--- config.mk ---
export PLATFORM = sky130hd
export DESIGN_NAME = bcd_to_binary_seq_flat
export DESIGN_NICKNAME = d
export VERILOG_FILES = /design/src/rtl/bcd_to_binary_seq_pkg.sv /design/src/rtl/bcd_to_binary_seq_if.sv /design/src/rtl/bcd_to_binary_seq_digit_corr.sv /design/src/rtl/bcd_to_binary_seq.sv /design/src/flat_wrapper.sv
export SDC_FILE = /design/constraint.sdc
export NUM_CORES = 1
export LEC_CHECK = 0
export CORE_MARGIN = 10
export CORE_UTILIZATION = 35
export DETAILED_ROUTE_END_ITERATION = 8
export HOLD_SLACK_MARGIN = 0.03
export SLEW_MARGIN = 20
export SYNTH_ARGS = -nofsm -noshare
export SYNTH_HDL_FRONTEND = slang
export SYNTH_SLANG_ARGS = --single-unit
--- constraint.sdc ---
create_clock -name clk -period 1.6 [get_ports clk]
set_clock_uncertainty 0.05 [all_clocks]
set_input_delay 0.24 -clock clk [delete_from_list [all_inputs] [get_ports clk]]
set_output_delay 0.24 -clock clk [all_outputs]
set_load 0.01 [all_outputs]
--- src/rtl/bcd_to_binary_seq_pkg.sv ---
// rtl/bcd_to_binary_seq_pkg.sv - shared sizes, FSM states and digit check for the BCD-to-binary converter
package bcd_pkg;

  localparam int BCD_DIGITS  = 3;
  localparam int DIGIT_W     = 4;
  localparam int BIN_W       = 10;
  localparam int ITER_N      = BIN_W;
  localparam int SREG_W      = DIGIT_W * BCD_DIGITS + BIN_W;
  localparam int CNT_W       = 4;
  localparam int DIGIT_MAX   = 9;
  localparam int CORR_THRESH = 8;
  localparam int CORR_SUB    = 3;

  typedef enum logic [1:0] {
    IDLE,
    CONV,
    DONE
  } bcd_state_t;

  function automatic logic digits_valid(input logic [DIGIT_W*BCD_DIGITS-1:0] digits);
    logic ok;
    ok = 1'b1;
    for (int i = 0; i < BCD_DIGITS; i++) begin
      if (digits[DIGIT_W*i +: DIGIT_W] > DIGIT_W'(DIGIT_MAX)) ok = 1'b0;
    end
    return ok;
  endfunction

endpackage

--- src/rtl/bcd_to_binary_seq_if.sv ---
// rtl/bcd_to_binary_seq_if.sv - request/result bundle between a requester and the converter
interface bcd_to_binary_seq_if;
  import bcd_pkg::*;

  logic               start;
  logic [DIGIT_W-1:0] hundreds;
  logic [DIGIT_W-1:0] tens;
  logic [DIGIT_W-1:0] ones;
  logic [BIN_W-1:0]   binary_out;
  logic               done;
  logic               busy;
  logic               err;

  modport master (
    output start, hundreds, tens, ones,
    input  binary_out, done, busy, err
  );

  modport slave (
    input  start, hundreds, tens, ones,
    output binary_out, done, busy, err
  );

endinterface

--- src/rtl/bcd_to_binary_seq_digit_corr.sv ---
// rtl/bcd_to_binary_seq_digit_corr.sv - per-digit correction step of reverse double-dabble
module bcd_digit_corr
  import bcd_pkg::*;
(
  input  logic [DIGIT_W-1:0] din,
  output logic [DIGIT_W-1:0] dout
);

  assign dout = (din >= DIGIT_W'(CORR_THRESH)) ? din - DIGIT_W'(CORR_SUB) : din;

endmodule

--- src/rtl/bcd_to_binary_seq.sv ---
// rtl/bcd_to_binary_seq.sv - sequential 3-digit BCD to 10-bit binary converter, one bit per clock
module bcd_to_binary_seq
  import bcd_pkg::*;
(
  input  logic                clk,
  input  logic                rst_n,
  bcd_to_binary_seq_if.slave  bus
);

  bcd_state_t                      state, state_nxt;
  logic [SREG_W-1:0]               sreg;
  logic [SREG_W-1:0]               shifted;
  logic [SREG_W-1:0]               corrected;
  logic [CNT_W-1:0]                iter_cnt;
  logic [BIN_W-1:0]                bin_q;
  logic                            err_q;
  logic [DIGIT_W*BCD_DIGITS-1:0]   digits;
  logic                            last_iter;
  logic                            load, reject, step, finish;

  assign digits    = {bus.hundreds, bus.tens, bus.ones};
  assign shifted   = sreg >> 1;
  assign last_iter = (iter_cnt == CNT_W'(ITER_N - 1));

  // Binary bits pass straight through; only the BCD fields get corrected.
  assign corrected[BIN_W-1:0] = shifted[BIN_W-1:0];
  for (genvar i = 0; i < BCD_DIGITS; i++) begin : g_corr
    bcd_digit_corr u_corr (
      .din  (shifted  [BIN_W + DIGIT_W*i +: DIGIT_W]),
      .dout (corrected[BIN_W + DIGIT_W*i +: DIGIT_W])
    );
  end

  always_ff @(posedge clk or negedge rst_n) begin
    if (!rst_n) state <= IDLE;
    else        state <= state_nxt;
  end

  always_comb begin
    state_nxt = state;
    load      = 1'b0;
    reject    = 1'b0;
    step      = 1'b0;
    finish    = 1'b0;
    case (state)
      IDLE: begin
        if (bus.start) begin
          if (digits_valid(digits)) begin
            load      = 1'b1;
            state_nxt = CONV;
          end else begin
            reject    = 1'b1;
            state_nxt = DONE;
          end
        end
      end
      CONV: begin
        step = 1'b1;
        if (last_iter) begin
          finish    = 1'b1;
          state_nxt = DONE;
        end
      end
      DONE:    state_nxt = IDLE;
      default: state_nxt = IDLE;
    endcase
  end

  always_ff @(posedge clk or negedge rst_n) begin
    if (!rst_n) begin
      sreg     <= '0;
      iter_cnt <= '0;
      bin_q    <= '0;
      err_q    <= 1'b0;
    end else begin
      if (load) begin
        sreg     <= SREG_W'(digits) << BIN_W;
        iter_cnt <= '0;
      end else if (step) begin
        sreg     <= corrected;
        // Clearing on the last step keeps the counter from ever wrapping.
        iter_cnt <= last_iter ? '0 : iter_cnt + CNT_W'(1);
      end
      if (finish) begin
        bin_q <= corrected[BIN_W-1:0];
        err_q <= 1'b0;
      end else if (reject) begin
        bin_q <= '0;
        err_q <= 1'b1;
      end
    end
  end

  assign bus.binary_out = bin_q;
  assign bus.err        = err_q;
  assign bus.done       = (state == DONE);
  assign bus.busy       = (state != IDLE);

endmodule
--- src/flat_wrapper.sv ---
// flat-port wrapper written by rule: the top's interface ports become plain ports
module bcd_to_binary_seq_flat import bcd_pkg::*;
  (clk, rst_n, bus_start, bus_hundreds, bus_tens, bus_ones, bus_binary_out, bus_done, bus_busy, bus_err);
  bcd_to_binary_seq_if bus_i ();
  input  logic clk;
  input  logic rst_n;
  input wire logic [$bits(bus_i.start)-1:0] bus_start;
  input wire logic [$bits(bus_i.hundreds)-1:0] bus_hundreds;
  input wire logic [$bits(bus_i.tens)-1:0] bus_tens;
  input wire logic [$bits(bus_i.ones)-1:0] bus_ones;
  output wire logic [$bits(bus_i.binary_out)-1:0] bus_binary_out;
  output wire logic [$bits(bus_i.done)-1:0] bus_done;
  output wire logic [$bits(bus_i.busy)-1:0] bus_busy;
  output wire logic [$bits(bus_i.err)-1:0] bus_err;
  assign bus_i.start = bus_start;
  assign bus_i.hundreds = bus_hundreds;
  assign bus_i.tens = bus_tens;
  assign bus_i.ones = bus_ones;
  assign bus_binary_out = bus_i.binary_out;
  assign bus_done = bus_i.done;
  assign bus_busy = bus_i.busy;
  assign bus_err = bus_i.err;
  bcd_to_binary_seq u_core (.clk(clk), .rst_n(rst_n), .bus(bus_i));
endmodule
==> results_dict.tcl, run 1 <==
set metrics [dict create \
    wirelength_um 4030 \
    vias 1424 \
    status "complete, no violations" \
    drv_cap 0 \
    ys_seq_elements 38 \
    numCtsBuffers 5 \
    critPathKind "in2reg" \
    period_share_pct 99.8 \
    critPathRequiredTime_ns 1.73 \
    max-clock-path-buffers 2 \
    synthTopCellsByCount "38 x dfrtp_1, 31 x nand2_1, 14 x a21oi_1, 14 x nor2_1" \
    netlist_top_cells_area "dfrtp_1 54%, nand2_1 6.6%, a22o_1 4.9%" \
    synthArstFlopShare_pct 100 \
    ant_nets 0 \
    clockRootBuffer "clkbuf_8" \
    powerDensity_nw_per_um2 1560 \
    min_period_ns 1.60 \
    slew_viol_final 0 \
    fillCellCount 462 \
    p_leak_uw 0.00114 \
    grt_pass1_vias 1355 \
    grt_overflow 0 \
    gp_congestion 0.765 \
    multiInputGateArea_um2 793 \
    synth_flop_cell "dfrtp_1" \
    synth_top_area_share_pct 53.7 \
    antenna_found_initial 0 \
    syn_avg_cell_area_um2 10.1 \
    cts_tree "done" \
    fin_util_pct 51.4 \
    htreeDepth 2 \
    hpwl_um 2760 \
    die_w_um 91.1 \
    synth_edf_count 0 \
    insertion_delay_ns 0.29 \
    report.final.setup_viol 0 \
    rows 25 \
    grt_max_degree 39 \
    die_area_um2 8300 \
    vdd_drop_max_mv 0.549 \
    clk_pin_slew_ns 0.07 \
    muxShareOfSynthArea_pct 4.03 \
    clock.fmax_mhz 626 \
    synth_compound_area_share_pct 16.9 \
    yosysSeqAreaShare_pct 53.7 \
    avgRoutedWirePerCell_um 13.6 \
    rsz0062_at_grt "true" \
    first_pass_iters 4 \
    area_delta_synth_final_pct 39.7 \
    worstPathArrival_ns 1.72 \
    hold_class "in2reg" \
    core-area_um2 4820 \
    io_pins 28 \
    port_buffers 27 \
    yosysWarnings 0 \
    max_slew.worst_pin.slew_ns 0.480 \
    initial_utilization_pct 36.8 \
    synth_cell_type_count 28 \
    grt_pass1_wl_um 6550 \
    drc 0 \
    yosys.area_share.simple_pct 15.4 \
    yosysTopAreaCell "dfrtp_1" \
    synthAdderAreaFrac_pct 4.24 \
    drive_above_1_share_pct 19.7 \
    drt-initial-drc-count 90 \
    total_power_uw 3850 \
    avgViaCountPerCell 4.81 \
    synth_fp_nets 197 \
    worst_setup_path_end_kind "register" \
    finalNetCount 250 \
    grt_usage_pct 9.58 \
    synth_top_family_by_area "compound AO/OA/AOI/OAI gates" \
    slew_headroom_pct 68.0 \
    synth-xor-area-share_pct 1.98 \
    yosysMostFrequentCell "dfrtp_1" \
    critPathLaunchType "input pin" \
    dieHeight_um 91.1 \
    finalHoldViolations 0 \
    diodes 0 \
    synthCells 176 \
    netlist_area_um2 1770 \
    clkSinkCount 38 \
    cp_max_fo 5 \
    register_area_um2 951 \
]
[sequential cells by signal, indices dropped and copies added, names as in the netlist]
name	cells
u_core.sreg	21
u_core.state	2
u_core.iter_cnt	4
u_core.bus.err	1
u_core.bus.binary_out	10
[worst paths after layout]
path                                     startpoint                  endpoint  slack (ns)  depth (start not counted)
min reg2reg                u_core.bus.binary_out[0]  u_core.bus.binary_out[0]        0.45                          1
max in group asynchronous                     rst_n           u_core.state[0]        0.68                          3
max                                 bus_hundreds[1]           u_core.sreg[16]       0.004                          7
min in group asynchronous                     rst_n           u_core.sreg[21]        0.47                          3
min                                     bus_tens[1]           u_core.sreg[15]        0.16                          3
max reg2reg                         u_core.state[0]           u_core.sreg[16]        0.01                          5
[metal layers]
| layer | GRT usage, % | vias to the layer above | part of all wire (%) |
|---|---|---|---|
| met1 | 11.4 | 701 | 46 |
| li1 | - | 703 | - |
| met2 | 15.3 | 16 | 49 |
| met4 | 4.31 | 0 | 1.8 |
| met3 | 3.21 | 4 | 3.3 |
| met5 | 0 | - | 0 |
[critical path, stage by stage]
cell and delay (ns):
clkdlybuf4s50_1 0.49, o21a_1 0.21, nor4_4 0.07, buf_6 0.14, buf_6 0.12, buf_4 0.13, a221o_1 0.33
[cell families after synthesis]
logic type      Yosys count
buf+inv                  16
flops                    38
mux                       7
compound gates           46
simple gates             59
xor+xnor                  4
fa+ha+maj                 6
[metrics by stage]
step	area, um2	setup TNS (ns)	setup WS [ns]	hold WS, ns	cells
floorplan	1770	-0.0669	-0.0334	-0.106	176
global placement	2250	-9.36	-0.283	0.268	283
detailed placement	2250	-10.50	-0.339	0.268	283
CTS	2410	-0.273	-0.0902	0.442	294
global route	2470	-0.177	-0.0557	0.199	296
finish	2470	0	0.00372	0.161	296
[cells in the final DEF, fill, tap and decap left out, types with 2 or more instances in the layout]
cell | netlist | final
dlygate4sd2_1 | 0 | 2
nand2_1 | 31 | 30
ha_1 | 6 | 6
nor2_1 | 14 | 10
nand2b_1 | 2 | 2
buf_6 | 0 | 7
inv_1 | 7 | 7
a21oi_1 | 14 | 13
xnor2_1 | 4 | 4
o21a_1 | 3 | 3
a221o_1 | 2 | 2
dfrtp_1 | 38 | 38
nor3_1 | 3 | 3
a22o_1 | 10 | 10
buf_4 | 0 | 20
nor2_2 | 0 | 2
o21ai_1 | 2 | 3
nor2b_1 | 4 | 4
nor2_4 | 0 | 2
dlymetal6s2s_1 | 0 | 2
clkbuf_8 | 0 | 6
mux2i_1 | 6 | 6
o22ai_1 | 2 | 2
clkdlybuf4s50_1 | 0 | 21
o21ai_0 | 10 | 9
[where the power goes]
group	internal, uW	switching (uW)
logic	758	715
registers	1270	270
clock network	499	333
total	2530	1320
[what timing repair did]
item / 4_1_cts / 5_1_grt
buffers inserted: 2 / 1
cloned: 1 / 1
hold buffers: 1 / 0
resized for setup: 10 / 15
pin swaps: 4 / 5
endpoints found under the setup margin: 11 / 37
endpoints found under the hold margin: 38 / 0
[area by class of cell]
| cell class | instances | area share, % |
|---|---|---|
| Sequential cell | 38 | 38.4 |
| Multi-Input combinational cell | 122 | 32.1 |
| Timing Repair Buffer | 55 | 20.5 |
| Tap cell | 67 | 3.39 |
| Clock buffer | 6 | 3.34 |
| Clock inverter | 1 | 1.21 |
| Inverter | 7 | 1.06 |
(Power assumes the default switching activity.)
==> inputs of run 2 (changes only) <==
--- a/config.mk
+++ b/config.mk
@@ -9,7 +9,6 @@
 export CORE_UTILIZATION = 35
 export DETAILED_ROUTE_END_ITERATION = 8
 export HOLD_SLACK_MARGIN = 0.03
-export SLEW_MARGIN = 20
 export SYNTH_ARGS = -nofsm -noshare
 export SYNTH_HDL_FRONTEND = slang
 export SYNTH_SLANG_ARGS = --single-unit
==> results of run 2 <==
No change in the layout: final DEF, timing and power equal those of run 1.
==> inputs of run 3 (changes only) <==
--- a/config.mk
+++ b/config.mk
@@ -5,6 +5,7 @@
 export SDC_FILE = /design/constraint.sdc
 export NUM_CORES = 1
 export LEC_CHECK = 0
+export CAP_MARGIN = 20
 export CORE_MARGIN = 10
 export CORE_UTILIZATION = 35
 export DETAILED_ROUTE_END_ITERATION = 8
==> results of run 3 <==
No change in the layout: final DEF, timing and power equal those of run 1.
